<file path="config.mk">
export PLATFORM = sky130hd
export DESIGN_NAME = rv_width_upsizer
export DESIGN_NICKNAME = d
export VERILOG_FILES = /design/src/rtl/rv_width_upsizer.sv
export SDC_FILE = /design/constraint.sdc
export NUM_CORES = 1
export LEC_CHECK = 0
export CORE_ASPECT_RATIO = 0.9
export CORE_MARGIN = 3
export CORE_UTILIZATION = 45
export DETAILED_ROUTE_END_ITERATION = 7
export PLACE_DENSITY = 0.73
export SYNTH_ARGS = -nofsm -noshare
export SYNTH_HDL_FRONTEND = slang
export SYNTH_SLANG_ARGS = --single-unit
</file>
<file path="constraint.sdc">
create_clock -name clk -period 1.65 [get_ports clk]
set_input_delay 0.2475 -clock clk [delete_from_list [all_inputs] [get_ports clk]]
set_output_delay 0.2475 -clock clk [all_outputs]
set_load 0.005 [all_outputs]
</file>
<file path="src/rtl/rv_width_upsizer.sv">
// rv_width_upsizer: packs RATIO narrow ready/valid beats into one wide word.
// Lane 0 holds the first accepted beat (little-endian packing).
// Optional packet flush on last_in is enabled by defining RV_UPSIZER_LAST_EN.
module rv_width_upsizer #(
  parameter int unsigned DATA_WIDTH = 8,
  parameter int unsigned RATIO      = 4
) (
  input  logic                          clk,
  input  logic                          reset,
  input  logic                          valid_in,
  input  logic [DATA_WIDTH-1:0]         data_in,
  input  logic                          last_in,
  output logic                          ready_out,
  output logic                          valid_out,
  output logic [RATIO*DATA_WIDTH-1:0]   data_out,
  output logic [RATIO-1:0]              keep_out,
  output logic                          last_out,
  input  logic                          ready_in
);

  localparam int unsigned   CW      = $clog2(RATIO);
  localparam int unsigned   PW      = (RATIO-1)*DATA_WIDTH;
  localparam logic [CW-1:0] CNT_MAX = CW'(RATIO-1);

  logic [CW-1:0]               cnt;
  logic [PW-1:0]               pack_q;
  logic [RATIO*DATA_WIDTH-1:0] pack_ext;
  logic [RATIO*DATA_WIDTH-1:0] word_d;
  logic [RATIO-1:0]            keep_d;
  logic                        flush;
  logic                        complete;
  logic                        out_block;
  logic                        accept;

`ifdef RV_UPSIZER_LAST_EN
  assign flush = last_in;
`else
  logic unused_last;
  assign unused_last = last_in;
  assign flush       = 1'b0;
`endif

  // A beat completes a word either at the last lane or when it flushes a packet.
  assign complete  = (cnt == CNT_MAX) | flush;
  assign out_block = valid_out & ~ready_in;
  // Only a completing beat needs the output register free (it may drain this edge).
  assign ready_out = ~reset & (~out_block | ~complete);
  assign accept    = valid_in & ready_out;

  // Top lane padded with zeros so every lane index below RATIO is addressable.
  assign pack_ext = {{DATA_WIDTH{1'b0}}, pack_q};

  // Assemble the outgoing word: stored lanes below cnt, the incoming beat at cnt,
  // zeros above (only reachable on a flush).
  always_comb begin
    word_d = '0;
    keep_d = '0;
    for (int unsigned i = 0; i < RATIO; i++) begin
      if (CW'(i) < cnt) begin
        word_d[i*DATA_WIDTH +: DATA_WIDTH] = pack_ext[i*DATA_WIDTH +: DATA_WIDTH];
        keep_d[i] = 1'b1;
      end else if (CW'(i) == cnt) begin
        word_d[i*DATA_WIDTH +: DATA_WIDTH] = data_in;
        keep_d[i] = 1'b1;
      end
    end
  end

  // Pack register, lane counter and output register with its valid flag.
  always_ff @(posedge clk) begin
    if (reset) begin
      cnt       <= '0;
      pack_q    <= '0;
      valid_out <= 1'b0;
      data_out  <= '0;
      keep_out  <= '0;
      last_out  <= 1'b0;
    end else begin
      if (valid_out & ready_in) begin
        valid_out <= 1'b0;
      end
      if (accept) begin
        if (complete) begin
          data_out  <= word_d;
          keep_out  <= keep_d;
          last_out  <= flush;
          valid_out <= 1'b1;
          cnt       <= '0;
        end else begin
          for (int unsigned i = 0; i < RATIO-1; i++) begin
            if (CW'(i) == cnt) begin
              pack_q[i*DATA_WIDTH +: DATA_WIDTH] <= data_in;
            end
          end
          cnt <= cnt + CW'(1);
        end
      end
    end
  end

endmodule

</file>
* Word-level counts from Yosys, hierarchy flattened
Index checks and enable logic that the tools add are counted.
** Word-level totals
- Bits in registers :: 63
- Bits of input ports :: 13
- Output and inout port bits :: 39
- Word-level logic and storage cells :: 50
** Cells by class
- $add $sub $neg :: 1
- Order comparisons :: 4
- Equal/unequal tests :: 4
- Mux-type cells :: 20
- Bitwise logic cells :: 9
- Reduce and logical (&&, ||, !) cells :: 5
** Operator list (number)
- 8-bit two-way mux :: 8
- 1-bit two-way mux :: 11
- 3-bit AND reduction :: 3
- 1-bit AND :: 4
- 2-bit == test (first input constant) :: 2
- 1-bit by 2-bit < comparator with 1-bit output (first input constant) :: 2
- 2-bit < comparator (first input constant) :: 2
- 1-bit inverter :: 4
- 2-bit by 1-bit adder with 2-bit output (second input constant) :: 1
- 1-bit by 2-bit == test with 1-bit output (first input constant) :: 1
- 2-bit == test (second input constant) :: 1
- 2-bit logical NOT :: 1
- 2-bit two-way mux :: 1
- 2-bit AND reduction :: 1
- 1-bit OR :: 1

* Longest topological paths before layout
Gate-level depths: netlist (run 1).
- Word-level depth :: 7
- Depth in mapped cells :: 7

* Worst setup path after synthesis (run 1)
OpenSTA, ideal clock, no wires.
- Kind :: register to register
- Start point :: register cnt[1]
- End point :: register pack_q[0]
- Data arrival time :: 1680 ps
- Required time :: 1522 ps
- Path slack :: -158 ps
- Cell stages (with the launch flop) :: 8
- Path buffers :: 2
- Path through :: dfxtp_1 -> clkinv_1 -> ha_1 -> buf_4 -> and4bb_2 -> buf_4 -> mux2i_1 -> nor2_1
** Between the ends
- Longest elaborated chain between the ends :: 6
- Elaborated cells between the ends (all ways) :: 7
- Those cells by class :: eq/ne: 1; bitwise: 4; reduce/logical: 2
** Ends and longest elaborated chain
- from (decl) :: line 25 : logic [CW-1:0] cnt;
- from (signal assigned) :: line 95 : cnt <= cnt + CW'(1);
- 2-bit == test :: line 44 : assign complete = (cnt == CNT_MAX) | flush;
- 1-bit inverter (no line)
- 1-bit OR :: line 47 : assign ready_out = ~reset & (~out_block | ~complete);
- 1-bit AND :: line 47
- 1-bit AND :: line 48 : assign accept = valid_in & ready_out;
- 3-bit AND reduction (no line) (*)
- to (signal, indexed assignment) :: line 92 : pack_q[i*DATA_WIDTH +: DATA_WIDTH] <= data_in;
- to (decl) :: line 26 : logic [PW-1:0] pack_q;
Mark *: on every way between the ends. The rest lies on a longest branch, timed or not.
A chain may end at the register's enable or synchronous reset.

* Worst setup path in the final report (run 1)
- Start point :: register cnt[0]
- End point :: output ready_out
** Between the ends
- Longest elaborated chain between the ends :: 4
** Ends and longest elaborated chain
- 2-bit == test :: line 44
- named net complete :: line 31 : logic complete;
- 1-bit inverter (no line)
- 1-bit OR :: line 47
- 1-bit AND :: line 47
- to (decl) :: line 13 : output logic ready_out,
The timed path passes the listed nets, and every way through them passes these cells.

==> metrics.csv, run 1 <==
metric,value,unit
outcome,"finished, final reports clean",
row_count,26,
synth_cells,274,
route.vias.total,2163,
final_nets,345,
period_needed,1550,ps
cts_sinks,63,
end_kind,primary output,
syn_area,2750,sq um
grt_first_pass_wirelength,10.7,mm
finalMaxSlewViolations,0,
clk_pin_slew,70,ps
remaining_drc_errors,0,
drt-total-wl,6.44,mm
crit_type,reg -> out,
synth_area_leader_cell,dfxtp_1,
fin_crit_sh,0.940,
place_congestion,0.839,
fin_skew,7.65,ps
synth_compound_area_frac,0.204,
clk_latency,330,ps
final_common_cell,dfxtp_1,
cts_buffers,9,
port_buffers,49,
drive_gt1_frac,0.199,
cts_tree,done,
layout_common_cells,"62 x dfxtp_1, 47 x clkdlybuf4s50_1, 33 x mux2i_1, 27 x a21oi_1, 27 x nor2_1",
synth_nets,292,
maxCapViolations,0,
hold_path_class,in -> reg,
vdd_ir_drop_max,0.662,mV
drt.antenna.violating_nets,0,
grt_overflow,0,
gr-usage-met2,0.322,
rsz0062_at_grt,false,
tightest_slew,579,ps
p_leak,1.25,nW
grt.busiest_layer,met2,
grt_max_degree,45,
pin_count,52,
initial_core_util,0.474,
power.total,0.00338,W
grtUsageMet3,0.0503,
grt_usage,0.197,
clockRootBuffer,clkbuf_8,
critPathMaxFanout,9,
die_x,88.3,microns
antenna_found_initial,0,
area_growth,30.1,%
synth_top_family_by_area,compound AO/OA/AOI/OAI gates,
cp-start-kind,flop,
final_area,3570,sq um
diodes,0,
firstDrtPassIters,4,
cp_data_required_time,1400,ps
grt_util_met1,0.254,
drtIter0Drc,150,
ctsLongestPathBuffers,2,
crit_arrival,1300,ps
core_area,5790,sq um
synthDistinctLibCells,31,
synth_fa_ha_area_frac,0.0228,
fmax,645,MHz
dp_hpwl,4.17,mm
ys_warn_count,0,
relSlewSlack,0.613,
die_h,80.1,microns
grt_pass1_vias,2195,
vias_per_cell,5.38,
holdBufCountCts,0,
power_density,946,nW/um^2
ys_ff_latch,63,
wire_per_inst,16.0,microns
tns,0,ps
synth_area_per_cell,10.0,sq um
synth-simple-area-share,0.124,
place_area,3330,sq um
muxShareOfSynthArea,0.120,
seq_area_frac_synth,0.459,
hold_violations,0,
cts_setup_buffers,0,
finalSetupViolations,0,
fp.dieArea,7070,sq um
ys_top_cells_by_area,"dfxtp_1 46%, mux2i_1 12%, a211oi_2 5.0%",
h-tree-depth,3,
synth_top_area_share,0.459,
fill_cells,498,
synth-xor-area-share,0,
[path summary, 6_finish.rpt]
check / slack [ps] / from / to / cells past startpoint
max: 100 / cnt[0] / ready_out / 3
min: 270 / reset / valid_out / 2
max reg2reg: 100 / cnt[1] / pack_q[0] / 7
min reg2reg: 460 / pack_q[20] / data_out[20] / 2
[state kept, by name, indices dropped and copies added (netlist names)]
register,cells
cnt,2
keep_out,4
valid_out,1
pack_q,24
data_out,32
[repair_timing]
| item | in CTS | in global routing |
|---|---|---|
| endpoints found under the setup margin | 1 | 14 |
| gates cloned | 0 | 0 |
| resized for setup | 2 | 4 |
[worst max-delay path, cell delays in order, from the launching register on]
cell	delay [ps]
dfxtp_1	390
ha_4	210
a21oi_1	80
dlygate4sd2_1	290
[synthesized netlist by cell type, drive strengths merged]
library cell,n
nand3,16
ha,5
and2,8
and3b,1
a21oi,38
or4b,1
mux2i,33
o31ai,1
nand2,1
inv,1
nor2,28
nand3b,1
buf,20
clkbuf,6
clkinv,1
dfxtp,63
and4bb,3
a21boi,1
a31oi,8
nor2b,1
conb,1
o21ai,16
nand2b,3
a211oi,17
[cells by family after synthesis]
| kind of cell | Yosys count |
|---|---|
| other | 1 |
| AND/OR/NAND/NOR | 63 |
| AO/OA/AOI/OAI | 81 |
| adder cells (fa/ha/maj) | 5 |
| flip-flops | 63 |
| multiplexers | 33 |
| buffers and inverters | 28 |
[cell type report]
cell class | count | area [sq um] | share of cell area
clock buffer | 13 | 159 | 0.0445
clock inverter | 3 | 65.1 | 0.0182
inverter | 2 | 10.0 | 0.00280
multi-input combinational | 183 | 1310 | 0.367
sequential | 63 | 1260 | 0.354
tap | 70 | 87.6 | 0.0245
timing repair buffer | 68 | 677 | 0.190
[routing by layer]
metal  part of all wire  up-vias
met5                  0        -
met3              0.043        4
li1                   -     1076
met1               0.45     1036
met2               0.49       47
met4             0.0078        0
[power breakdown]
group,total [W],switching [W],internal [W]
combinational,0.000306,0.000165,0.000141
clock,0.00151,0.000575,0.000933
sequential,0.00157,0.0000165,0.00155
[per-stage QoR]
step	worst slack [ps]	cells	hold WS, ps	utilization
floorplan	61.6	274	394	-
global placement	-123	386	450	0.575
detailed placement	-188	386	459	0.575
CTS	22.3	402	257	0.614
global route	3.43	402	278	0.617
finish	98.7	402	268	0.617
Note: power is estimated with default switching activity, not from simulation.
==> run 2, diff against run 1 <==
ABC_AREA = 1   (was unset)
CORE_UTILIZATION = 47   (was 45)
PLACE_DENSITY = 0.76   (was 0.73)
==> metrics.csv, run 2 <==
metric,value,unit,change
outcome,"finished, final reports clean",,unchanged
r2r_setup_slack,180,ps,was 100 ps
clockRootBuffer,clkbuf_8,,unchanged
clk_pin_slew,70,ps,about the same
synth_cells,440,,was 274
final_common_cell,nand2_1,,was dfxtp_1
diodes,0,,unchanged
grt_usage,0.192,,was 0.197
pin_count,52,,unchanged
fin_crit_sh,0.937,,was 0.940
ys_warn_count,0,,unchanged
cts_buffers,9,,unchanged
final_nets,514,,was 345
rsz0062_at_grt,false,,unchanged
hold_path_class,reg -> reg,,was in -> reg
largest_reg_flops,32,,unchanged
path_buf_inv,2,,was 1
setup_slack,104,ps,was 98.7 ps
drtIter0Drc,133,,was 150
remaining_drc_errors,0,,unchanged
dpl_worst_slack,-58.0,ps,was -188 ps
die_h,79.9,microns,was 80.1 microns
critPathMaxFanout,2,,was 9
route.vias.total,2548,,was 2163
ys.flop_type,dfxtp_1,,unchanged
hold_violations,0,,unchanged
seq_area,1260,sq um,about the same
multi_input_area,1250,sq um,was 1310 sq um
row_count,26,,unchanged
ys_top_cells_by_area,"dfxtp_1 44%, nand2_1 19%, nor2_1 15%",,"was dfxtp_1 46%, mux2i_1 12%, a211oi_2 5.0%"
finalSetupViolations,0,,unchanged
synth_edf_count,0,,unchanged
synth_nets,458,,was 292
drt.antenna.violating_nets,0,,unchanged
port_buffers,49,,unchanged
fmax,647,MHz,was 645 MHz
drive_gt1_frac,0.0820,,was 0.199
power_density,902,nW/um^2,was 946 nW/um^2
netlist_top_cells_count,"143 x nand2_1, 115 x nor2_1, 63 x dfxtp_1",,"was 63 x dfxtp_1, 33 x mux2i_1, 27 x a21oi_1, 27 x nor2_1"
synthDistinctLibCells,20,,was 31
grt_pass1_vias,2417,,was 2195
seq_area_frac_synth,0.442,,was 0.459
cts_tree,done,,unchanged
fin_skew,4.19,ps,was 7.65 ps
top_register,data_out,,unchanged
crit_type,reg -> out,,unchanged
cp_data_required_time,1400,ps,about the same
clk_latency,330,ps,about the same
h-tree-depth,3,,unchanged
area_growth,30.2,%,was 30.1%
cpPeakStageDelay,330,ps,was 390 ps
initial_core_util,0.493,,was 0.474
grt_overflow,0,,unchanged
grt_max_degree,40,,was 45
syn_area,2850,sq um,was 2750 sq um
firstDrtPassIters,4,,unchanged
synth.most_common_cell,nand2_1,,was dfxtp_1
crit_arrival,1300,ps,about the same
vdd_ir_drop_max,0.476,mV,was 0.662 mV
layout_common_cells,"143 x nand2_1, 115 x nor2_1, 61 x dfxtp_1, 60 x inv_1, 48 x clkdlybuf4s50_1",,"was 62 x dfxtp_1, 47 x clkdlybuf4s50_1, 33 x mux2i_1, 27 x a21oi_1, 27 x nor2_1"
core_area,5790,sq um,unchanged
p_leak,1.90,nW,was 1.25 nW
vias_per_cell,4.47,,was 5.38
critical_path.top_delay_family,flip-flops,,unchanged
crit_slowest_cell,dfxtp_2,,was dfxtp_1
holdWs,446,ps,was 268 ps
finalMaxSlewViolations,0,,unchanged
synth_area_per_cell,6.48,sq um,was 10.0 sq um
ys_ff_latch,63,,unchanged
fill_cells,517,,was 498
synth_top_area_share,0.442,,was 0.459
end_kind,primary output,,unchanged
async_flop_share,0,,unchanged
fp.dieArea,7040,sq um,was 7070 sq um
grt_first_pass_wirelength,10.6,mm,was 10.7 mm
period_needed,1550,ps,about the same
ctsLongestPathBuffers,2,,unchanged
synth_area_leader_cell,dfxtp_1,,unchanged
reg.largest.list,"data_out (32), pack_q (24), keep_out (4)",,unchanged
place_congestion,0.832,,was 0.839
dp_hpwl,4.17,mm,about the same
antenna_found_initial,0,,unchanged
drt-total-wl,6.05,mm,was 6.44 mm
cp_cell_sequence,ha_2 -> nand3_1 -> nand2_1 -> inv_1 -> dlygate4sd2_1,,was ha_4 -> a21oi_1 -> dlygate4sd2_1
cts_sinks,63,,unchanged
power.total,0.00335,W,was 0.00338 W
holdBufCountCts,0,,unchanged
maxCapViolations,0,,unchanged
cp-start-kind,flop,,unchanged
die_x,88.1,microns,was 88.3 microns
wire_per_inst,10.6,microns,was 16.0 microns
==> run 2: cell types whose count changed after synthesis, moves of 6 or more <==
| cell | before | now |
|---|---|---|
| nand2_1 | 1 | 143 |
| nor2_1 | 27 | 115 |
| inv_1 | 1 | 60 |
| mux2i_1 | 33 | 0 |
| a21oi_1 | 27 | 4 |
| a211oi_2 | 11 | 0 |
| a21oi_2 | 11 | 0 |
| a31oi_1 | 8 | 0 |
| and2_1 | 8 | 0 |
| o21ai_0 | 16 | 8 |
| a211oi_1 | 6 | 0 |
| buf_4 | 8 | 2 |
==> run 2: final timing paths <==
check | startpoint | cells after the start | end
hold / removal | keep_out[3] | 2 | keep_out[3]
setup / recovery | cnt[0] | 5 | ready_out
hold reg to reg | keep_out[3] | 2 | keep_out[3]
setup reg to reg | cnt[1] | 8 | data_out[3]
==> run 2: where the power goes <==
| group | leakage, nW | switching, W | internal, W |
|---|---|---|---|
| clock network | 0.109 | 0.000567 | 0.000879 |
| registers | 0.511 | 0.0000188 | 0.00156 |
| logic | 1.28 | 0.000188 | 0.000134 |
| total | 1.90 | 0.000774 | 0.00257 |
==> run 2: area by class of cell <==
class / instances / area share
clock buffer: 11 / 0.0381
clock inverter: 4 / 0.0189
inverter: 62 / 0.0630
multi-input combinational: 294 / 0.336
sequential: 63 / 0.340
tap: 70 / 0.0236
timing repair buffer: 66 / 0.181
==> run 2: timing repair <==
item                       4_1_cts  5_1_grt
setup endpoints to repair        1        4
setup buffers                    1        0
gates resized for setup          2        3
pin swaps                        1        1
==> run 2: cells by family (layout without fill, tap and decap cells) <==
logic type | count (synthesis) | in the layout | share of synthesized area
compound gates | 12 | 12 | 0.0211
fa+ha+maj | 5 | 5 | 0.0219
buf+inv | 83 | 143 | 0.122
flops | 63 | 63 | 0.442
other cells | 1 | 1 | 0.00131
simple gates | 276 | 276 | 0.392
==> run 2: worst min-delay path: stages (launching register included) <==
cell     delay (ps)
dfxtp_1         310
inv_1            50
a21oi_1          50
==> run 2: through the flow <==
step           TNS, ps   util  instances  cell area (sq um)
6_report             0  0.641        570               3710
5_1_grt              0  0.641        570               3710
4_1_cts              0  0.640        570               3710
3_5_place_dp     -58.0  0.602        554               3490
3_3_place_gp     -49.4  0.602        554               3490
2_1_floorplan        0      -        440               2860
==> run 2: layer usage <==
metal	wire [microns]	vias to the layer above	track usage
met2	2740	70	0.309
met3	371	11	0.0392
met4	100	0	0.0755
met5	0	-	0
met1	2840	1073	0.250
li1	-	1394	-
==> run 3, diff against run 2 <==
PLACE_DENSITY = unset   (was 0.76)
PLACE_DENSITY_LB_ADDON = 0.12   (was unset)
SLEW_MARGIN = 20   (was unset)
==> metrics.csv, run 3 (synthesis gave the netlist of run 2 again) <==
metric,value,unit,change
finalMaxSlewViolations,0,,unchanged
dp_hpwl,4.20,mm,was 4.17 mm
vdd_ir_drop_max,0.565,mV,was 0.476 mV
route.vias.total,2569,,was 2548
maxCapViolations,0,,unchanged
clk_pin_slew,60,ps,was 70 ps
grt_max_degree,44,,was 40
h-tree-depth,3,,unchanged
diodes,0,,unchanged
fp.dieArea,7040,sq um,unchanged
fin_skew,6.90,ps,was 4.19 ps
core_area,5790,sq um,unchanged
wire_per_inst,10.7,microns,was 10.6 microns
grt_first_pass_wirelength,10.0,mm,was 10.6 mm
remaining_drc_errors,0,,unchanged
final_nets,515,,was 514
drt-total-wl,6.11,mm,was 6.05 mm
initial_core_util,0.493,,unchanged
power_density,885,nW/um^2,was 902 nW/um^2
cp-start-kind,flop,,unchanged
layout_common_cells,"143 x nand2_1, 115 x nor2_1, 61 x dfxtp_1, 59 x inv_1, 48 x clkdlybuf4s50_1",,"was 143 x nand2_1, 115 x nor2_1, 61 x dfxtp_1, 60 x inv_1, 48 x clkdlybuf4s50_1"
row_count,26,,unchanged
area_growth,30.8,%,was 30.2%
cts_sinks,63,,unchanged
critPathMaxFanout,3,,was 2
ctsLongestPathBuffers,2,,unchanged
p_leak,1.90,nW,about the same
hold_violations,0,,unchanged
period_needed,1590,ps,was 1550 ps
reg.largest.list,"data_out (32), pack_q (24), keep_out (4)",,unchanged
final_cells,572,,was 570
pin_count,52,,unchanged
antenna_found_initial,0,,unchanged
post-place-cells,556,,was 554
finalSetupViolations,0,,unchanged
firstDrtPassIters,4,,unchanged
crit_arrival,1340,ps,was 1300 ps
dpl_worst_slack,-77.4,ps,was -58.0 ps
cp_data_required_time,1400,ps,about the same
die_h,79.9,microns,unchanged
grt_overflow,0,,unchanged
fin_util,0.644,,was 0.641
cts_tree,done,,unchanged
clockRootBuffer,clkbuf_8,,unchanged
clk_latency,350,ps,was 330 ps
hold_path_class,reg -> reg,,unchanged
grt_pass1_vias,2242,,was 2417
holdWs,448,ps,was 446 ps
vias_per_cell,4.49,,was 4.47
tns,0,ps,unchanged
end_kind,primary output,,unchanged
drtIter0Drc,111,,was 133
outcome,"finished, final reports clean",,unchanged
die_x,88.1,microns,unchanged
grt_usage,0.187,,was 0.192
final_common_cell,nand2_1,,unchanged
fmax,629,MHz,was 647 MHz
cts_buffers,9,,unchanged
largest_reg_flops,32,,unchanged
place_congestion,0.768,,was 0.832
crit_type,reg -> out,,unchanged
holdBufCountCts,0,,unchanged
setup_slack,61.2,ps,was 104 ps
drive_gt1_frac,0.0876,,was 0.0820
port_buffers,49,,unchanged
top_register,data_out,,unchanged
drt.antenna.violating_nets,0,,unchanged
cts_setup_buffers,0,,was 1
fin_crit_sh,0.963,,was 0.937
-- run 3: metal layers --
metal  global-route usage  part of all wire  up-vias
li1                     -                 -     1392
met1                0.250              0.49     1116
met2                0.273              0.44       47
met3               0.0681             0.050       14
met4               0.0725             0.018        0
met5                    0                 0        -
-- run 3: cell type report --
type                            instances  area (sq um)
Timing Repair Buffer                   67           678
Clock buffer                           13           169
Multi-Input combinational cell        294          1260
Tap cell                               70          87.6
Sequential cell                        63          1270
Clock inverter                          3          40.0
Inverter                               62           234
Fill cell                             523          2060
-- run 3: repair_timing --
| item | in CTS | in global routing |
|---|---|---|
| gates resized for setup | 4 | 4 |
| gates cloned | 0 | 0 |
| pin swaps | 1 | 0 |
| setup endpoints to repair | 1 | 21 |
-- run 3: per-stage QoR --
stage,area (sq um),total power [W]
global route,3730,0.00346
finish,3730,0.00330
global placement,3500,0.00194
detailed placement,3500,0.00195
floorplan,2860,0.00180
CTS,3720,0.00335
-- run 3: path summary, 6_finish.rpt --
kind                            depth (start not counted)         from          end  slack (ps)
worst min-delay path                                    2  keep_out[3]  keep_out[3]         450
worst min register to register                          2  keep_out[3]  keep_out[3]         450
worst max-delay path                                    5       cnt[1]    ready_out          60
worst max register to register                          8       cnt[1]  data_out[5]         180
-- run 3: worst max-delay path: stages, from the launching register on --
cell and delay, ps:
dfxtp_4 370, ha_4 160, nand3_1 100, nand2_1 70, inv_1 50, dlygate4sd2_1 260
-- run 3: where the power goes --
group | leakage, nW | switching (W) | internal [W]
Clock | 0.109 | 0.000568 | 0.000816
Combinational | 1.28 | 0.000193 | 0.000143
Sequential | 0.511 | 0.0000219 | 0.00156
